--- src/rtl/rob_retire_pkg.sv ---
// Shared constants and the entry record for the reorder buffer.
//   ROB_DEPTH / ROB_IDX_LEN : entry count (power of two) and entry id width
//   DISP_WIDTH / NUM_WB     : dispatch lanes and writeback ports per cycle
//   ROB_MAX_RETIRE          : retire slots per cycle
//   SRC_LEN / DATA_LEN      : register index and data widths
package rob_retire_pkg;
    localparam int ROB_DEPTH      = 16;
    localparam int ROB_IDX_LEN    = $clog2(ROB_DEPTH);
    localparam int CNT_W          = ROB_IDX_LEN + 1;
    localparam int DISP_WIDTH     = 2;
    localparam int NUM_WB         = 2;
    localparam int ROB_MAX_RETIRE = 2;
    localparam int SRC_LEN        = 5;
    localparam int DATA_LEN       = 32;
    localparam int RET_CNT_W      = $clog2(ROB_MAX_RETIRE + 1);
    localparam int ALLOC_W        = $clog2(DISP_WIDTH + 1);

    typedef struct packed {
        logic                valid;
        logic                done;
        logic                rfWrite;
        logic [SRC_LEN-1:0]  rd;
        logic [DATA_LEN-1:0] data;
    } rob_entry_t;
endpackage

--- src/rtl/rob_retire_sel.sv ---
// Retire selection: walks the entries starting at head and marks the
// leading run of valid+done entries, capped at ROB_MAX_RETIRE.
//   head     : oldest entry id
//   entries  : full entry array
//   elig     : per-slot eligible mask (always a contiguous run from slot 0)
//   ret_cnt  : number of eligible slots
//   slot_ent : entry seen by each slot, used to build the retire outputs
module rob_retire_sel
    import rob_retire_pkg::*;
(
    input  logic [ROB_IDX_LEN-1:0]                 head,
    input  rob_entry_t [ROB_DEPTH-1:0]             entries,
    output logic [ROB_MAX_RETIRE-1:0]              elig,
    output logic [RET_CNT_W-1:0]                   ret_cnt,
    output rob_entry_t [ROB_MAX_RETIRE-1:0]        slot_ent
);
    for (genvar j = 0; j < ROB_MAX_RETIRE; j++) begin : g_slot
        assign slot_ent[j] = entries[head + ROB_IDX_LEN'(j)];
    end

    // A slot is eligible only while every older slot is; the first
    // not-done entry blocks everything behind it.
    always_comb begin
        logic run;
        run     = 1'b1;
        elig    = '0;
        ret_cnt = '0;
        for (int j = 0; j < ROB_MAX_RETIRE; j++) begin
            run     = run & slot_ent[j].valid & slot_ent[j].done;
            elig[j] = run;
            ret_cnt = ret_cnt + RET_CNT_W'(run);
        end
    end
endmodule

--- src/rtl/rob_retire.sv ---
// In-order reorder buffer: allocates at dispatch, marks entries done on
// writeback (any order), retires up to ROB_MAX_RETIRE done head entries
// per cycle onto registered register-file write ports.
//   clk, rst_n (async low), flush (sync, empties the buffer)
//   disp_val/disp_rd/disp_rfWrite : dispatch lanes, packed from lane 0
//   disp_rob_id                   : id allocated per lane (combinational)
//   rob_alloc_rdy                 : room for a full dispatch group
//   wb_val/wb_rob_id/wb_data      : writeback ports
//   val_ret/rd_ret/rfWrite_ret/wb_data_ret : registered retire slots
//   rob_empty, rob_count          : occupancy
module rob_retire
    import rob_retire_pkg::*;
(
    input  logic                                     clk,
    input  logic                                     rst_n,
    input  logic                                     flush,
    input  logic [DISP_WIDTH-1:0]                    disp_val,
    input  logic [DISP_WIDTH-1:0][SRC_LEN-1:0]       disp_rd,
    input  logic [DISP_WIDTH-1:0]                    disp_rfWrite,
    output logic [DISP_WIDTH-1:0][ROB_IDX_LEN-1:0]   disp_rob_id,
    output logic                                     rob_alloc_rdy,
    input  logic [NUM_WB-1:0]                        wb_val,
    input  logic [NUM_WB-1:0][ROB_IDX_LEN-1:0]       wb_rob_id,
    input  logic [NUM_WB-1:0][DATA_LEN-1:0]          wb_data,
    output logic [ROB_MAX_RETIRE-1:0]                val_ret,
    output logic [ROB_MAX_RETIRE-1:0][SRC_LEN-1:0]   rd_ret,
    output logic [ROB_MAX_RETIRE-1:0]                rfWrite_ret,
    output logic [ROB_MAX_RETIRE-1:0][DATA_LEN-1:0]  wb_data_ret,
    output logic                                     rob_empty,
    output logic [CNT_W-1:0]                         rob_count
);
    rob_entry_t [ROB_DEPTH-1:0]      entries;
    logic [ROB_IDX_LEN-1:0]          head, tail;
    logic [CNT_W-1:0]                count;
    logic [ROB_MAX_RETIRE-1:0]       elig;
    logic [RET_CNT_W-1:0]            ret_cnt;
    rob_entry_t [ROB_MAX_RETIRE-1:0] slot_ent;
    logic [DISP_WIDTH-1:0]           alloc;
    logic [ALLOC_W-1:0]              alloc_n;

    rob_retire_sel u_sel (
        .head     (head),
        .entries  (entries),
        .elig     (elig),
        .ret_cnt  (ret_cnt),
        .slot_ent (slot_ent)
    );

    // Readiness comes from the registered count only; retirement in the
    // same cycle does not free room for this cycle's dispatch.
    assign rob_alloc_rdy = (CNT_W'(ROB_DEPTH) - count) >= CNT_W'(DISP_WIDTH);
    assign rob_empty     = (count == '0);
    assign rob_count     = count;
    assign alloc         = disp_val & {DISP_WIDTH{rob_alloc_rdy}};

    for (genvar i = 0; i < DISP_WIDTH; i++) begin : g_lane
        assign disp_rob_id[i] = tail + ROB_IDX_LEN'(i);
    end

    always_comb begin
        alloc_n = '0;
        for (int i = 0; i < DISP_WIDTH; i++) alloc_n = alloc_n + ALLOC_W'(alloc[i]);
    end

    always_ff @(posedge clk or negedge rst_n) begin
        if (!rst_n) begin
            entries     <= '0;
            head        <= '0;
            tail        <= '0;
            count       <= '0;
            val_ret     <= '0;
            rd_ret      <= '0;
            rfWrite_ret <= '0;
            wb_data_ret <= '0;
        end else if (flush) begin
            for (int e = 0; e < ROB_DEPTH; e++) begin
                entries[e].valid <= 1'b0;
                entries[e].done  <= 1'b0;
            end
            head        <= '0;
            tail        <= '0;
            count       <= '0;
            val_ret     <= '0;
            rd_ret      <= '0;
            rfWrite_ret <= '0;
            wb_data_ret <= '0;
        end else begin
            // Order matters: writeback, then retire invalidate, then allocate.
            // Allocation only touches entries that were invalid before the edge.
            for (int k = 0; k < NUM_WB; k++) begin
                if (wb_val[k] && entries[wb_rob_id[k]].valid) begin
                    entries[wb_rob_id[k]].data <= wb_data[k];
                    entries[wb_rob_id[k]].done <= 1'b1;
                end
            end
            for (int j = 0; j < ROB_MAX_RETIRE; j++) begin
                if (elig[j]) entries[head + ROB_IDX_LEN'(j)].valid <= 1'b0;
            end
            for (int i = 0; i < DISP_WIDTH; i++) begin
                if (alloc[i]) begin
                    entries[tail + ROB_IDX_LEN'(i)] <= '{valid: 1'b1, done: 1'b0,
                        rfWrite: disp_rfWrite[i], rd: disp_rd[i], data: '0};
                end
            end
            head    <= head + ROB_IDX_LEN'(ret_cnt);
            tail    <= tail + ROB_IDX_LEN'(alloc_n);
            count   <= count + CNT_W'(alloc_n) - CNT_W'(ret_cnt);
            val_ret <= elig;
            for (int j = 0; j < ROB_MAX_RETIRE; j++) begin
                rd_ret[j]      <= elig[j] ? slot_ent[j].rd      : '0;
                rfWrite_ret[j] <= elig[j] ? slot_ent[j].rfWrite : 1'b0;
                wb_data_ret[j] <= elig[j] ? slot_ent[j].data    : '0;
            end
        end
    end

`ifndef SYNTHESIS
    always @(posedge clk) begin
        if (rst_n && !flush) begin
            assert ((disp_val & (disp_val + DISP_WIDTH'(1))) == '0)
                else $error("dispatch lanes not packed");
            for (int k = 0; k < NUM_WB; k++) begin
                if (wb_val[k]) assert (entries[wb_rob_id[k]].valid)
                    else $error("writeback to invalid entry");
                for (int l = k + 1; l < NUM_WB; l++) begin
                    assert (!(wb_val[k] && wb_val[l] && wb_rob_id[k] == wb_rob_id[l]))
                        else $error("two writebacks to one entry");
                end
            end
        end
    end
`endif
endmodule

--- config.mk ---
export PLATFORM = sky130hd
export DESIGN_NAME = rob_retire
export DESIGN_NICKNAME = d
export VERILOG_FILES = /design/src/rtl/rob_retire_pkg.sv /design/src/rtl/rob_retire_sel.sv /design/src/rtl/rob_retire.sv
export SDC_FILE = /design/constraint.sdc
export NUM_CORES = 2
export LEC_CHECK = 0
export BUFFER_PORTS_ARGS = -buffer_cell sky130_fd_sc_hd__buf_2
export CAP_MARGIN = 30
export CELL_PAD_IN_SITES_DETAIL_PLACEMENT = 0
export CELL_PAD_IN_SITES_GLOBAL_PLACEMENT = 2
export CORE_AREA = 10 10 372 374
export CTS_BUF_LIST = sky130_fd_sc_hd__clkbuf_2
export CTS_CLUSTER_DIAMETER = 60
export DETAILED_ROUTE_END_ITERATION = 12
export DIE_AREA = 0 0 382 384
export HOLD_SLACK_MARGIN = 0.15
export PLACE_DENSITY = 0.77
export REMOVE_ABC_BUFFERS = 1
export SYNTH_ARGS = -nofsm -noshare
export SYNTH_HDL_FRONTEND = slang
export SYNTH_HIERARCHICAL = 1
export SYNTH_SLANG_ARGS = --single-unit
--- constraint.sdc ---
create_clock -name clk -period 4.07 [get_ports clk]
set_input_delay 0.814 -clock clk [delete_from_list [all_inputs] [get_ports clk]]
set_output_delay 0.814 -clock clk [all_outputs]
set_load 0.02 [all_outputs]
==> impl_metrics.env <==
export IMPL_outcome="finished, final reports clean"
export IMPL_ant_nets=0
export IMPL_syn_inst=4910
export IMPL_drcViolationCount=0
export IMPL_syn_area_mm2=0.0506
export IMPL_critPathMaxFanout=3
export IMPL_p_per_area_mw_per_mm2=385
export IMPL_p_leak_nw=23.6
export IMPL_critical_path_arrival_ns=3.15
export IMPL_total_power_mw=22.5
export IMPL_hold_class="in2reg"
export IMPL_period_share_pct=97.3
export IMPL_first_global_vias=46600
export IMPL_finalSetupViolCount=0
export IMPL_insertion_delay_ns=1.79
export IMPL_avgSynthCellArea_um2=10.3
export IMPL_syn2layout_area_growth_pct=15.7
export IMPL_dp_hpwl_um=125000
export IMPL_overflow=0
export IMPL_grt_max_degree=177
export IMPL_grt_pass1_wl_um=336000
export IMPL_wl_um=231000
export IMPL_r2r_cells=9
export IMPL_worstHoldPathCells=5
export IMPL_drt_iter0_markers=6021
export IMPL_fin_skew_ns=0.177
export IMPL_dp_slack_ns=0.0715
export IMPL_fill_cells=12500
export IMPL_dieHeight_um=384
export IMPL_htree_levels=4
export IMPL_viasPerCell=6.72
export IMPL_crit_required_ns=3.26
export IMPL_dieArea_mm2=0.147
export IMPL_yosysWarnings=6
export IMPL_relSlewSlack_pct=18.6
export IMPL_hold_ws_ns=0.300
export IMPL_cts_tree="done"
export IMPL_layout_min_cycle_time_ns=3.96
export IMPL_ioPinCount=184
export IMPL_cts_sinks=731
export IMPL_rows=133
export IMPL_cp_start_kind="register"
export IMPL_antenna_found_initial=14
export IMPL_setup_slack_ns=0.110
export IMPL_worst_slew_pin_slew_ns=1.22
export IMPL_end_kind="output pin"
export IMPL_finalWeightedCongestion=0.863
export IMPL_hold_viol=0
export IMPL_layout_drive_gt1_share_pct=24.3
export IMPL_firstDrtPassIters=9
export IMPL_port_buffer_count=183
export IMPL_drv_slew=0
export IMPL_track_usage_pct=30.6
export IMPL_numCtsBuffers=211
export IMPL_ir_worst_vdd_mv=0.204
export IMPL_avgRoutedWirePerCell_um=32.4
export IMPL_die_width_um=382
export IMPL_fmax_mhz=253
export IMPL_clockBufferDepth=3
export IMPL_cts_root_buf="clkbuf_2"
export IMPL_fin_nets=5312
export IMPL_vias=47900
export IMPL_max_cap_viol_count=0
export IMPL_path_class="reg2out"
export IMPL_core_area_mm2=0.131
export IMPL_clk_pin_slew_ns=0.09
export IMPL_initial_utilization_pct=38.7
path summary, 6_finish.rpt:
kind,from,to,slack (ns)
setup / recovery,rob_count[0]$_DFF_PN0_,rob_alloc_rdy,0.11
hold / removal,wb_data[23],entries[503]$_DFFE_PN0N_,0.30
setup reg to reg,tail[0]$_DFF_PN0_,entries[540]$_DFFE_PN0N_,0.17
hold reg to reg,entries[278]$_DFF_PN0_,entries[278]$_DFF_PN0_,0.52
max in group asynchronous,rst_n,entries[523]$_DFFE_PN0N_,2.14
min in group asynchronous,rst_n,wb_data_ret[24]$_DFF_PN0_,0.75
worst max-delay path: stages, from the launching register on:
cell	delay, ns
dfrtp_1	0.39
inv_2	0.07
ha_4	0.16
and2_4	0.16
ha_4	0.25
o2111a_2	0.21
inv_4	0.07
buf_8	0.13
cell usage in the layout, fill, tap and decap left out, types with 27 or more instances in the layout:
cell type,count
dlygate4sd3_1,289
buf_2,180
clkbuf_2,299
nor2b_1,144
and3_1,30
buf_4,139
clkinv_1,64
a211oi_1,182
and2_1,149
a21oi_1,165
mux4_2,384
a32oi_1,103
a31oi_1,33
mux2i_1,201
nor3_1,36
o22a_1,33
a211o_1,65
buf_12,54
o21ai_0,261
nand2_1,483
mux2_2,34
o41ai_1,157
a22o_1,225
nand3_1,27
o221a_2,56
dfrtp_1,724
o21a_1,44
nor2_1,463
report_power, final:
group,total [mW],internal [mW],switching [mW]
clock,5.93,2.16,3.77
sequential,9.63,8.39,1.24
combinational,6.94,3.32,3.63
timing repair:
action	in CTS	in global routing
buffers inserted	10	8
hold endpoints to repair	1387	0
hold buffers	290	0
gates resized for setup	18	6
pin swaps	4	1
endpoints found under the setup margin	3	3
gates cloned	1	1
state kept, by name (all words and copies together) (netlist names):
signal	cells
entries	640
val_ret	2
rfWrite_ret	2
rd_ret	10
head	4
wb_data_ret	64
rob_count	5
tail	4
through the flow:
stage / TNS (ns) / util [%] / std cells / area [um^2]
2_1_floorplan: -1120.14 / - / 4307 / 47700
3_3_place_gp: 0 / 40.7 / 6422 / 53200
3_5_place_dp: 0 / 40.8 / 6427 / 53300
4_1_cts: -0.152 / 44.6 / 7112 / 58300
5_1_grt: -0.407 / 44.7 / 7131 / 58500
6_report: 0 / 44.7 / 7136 / 58500
layer usage:
metal	vias to the layer above	wire length, um	GRT usage (%)
met5	-	80	0
li1	19500	-	-
met2	3393	101000	45.3
met1	24400	91300	41.0
met4	12	11100	14.7
met3	713	28000	8.88
final cells by class:
cell class	count	area, um^2	share of cell area, %
multi-input cells	3549	29700	50.8
flip-flops and latches	731	18300	31.3
repair buffers	675	6220	10.6
well taps	1755	2200	3.75
clock buffers	299	1500	2.56
clock inverters	85	423	0.723
inverters	27	104	0.178
diodes	15	37.5	0.0642
Note: power is estimated with default switching activity, not from simulation.
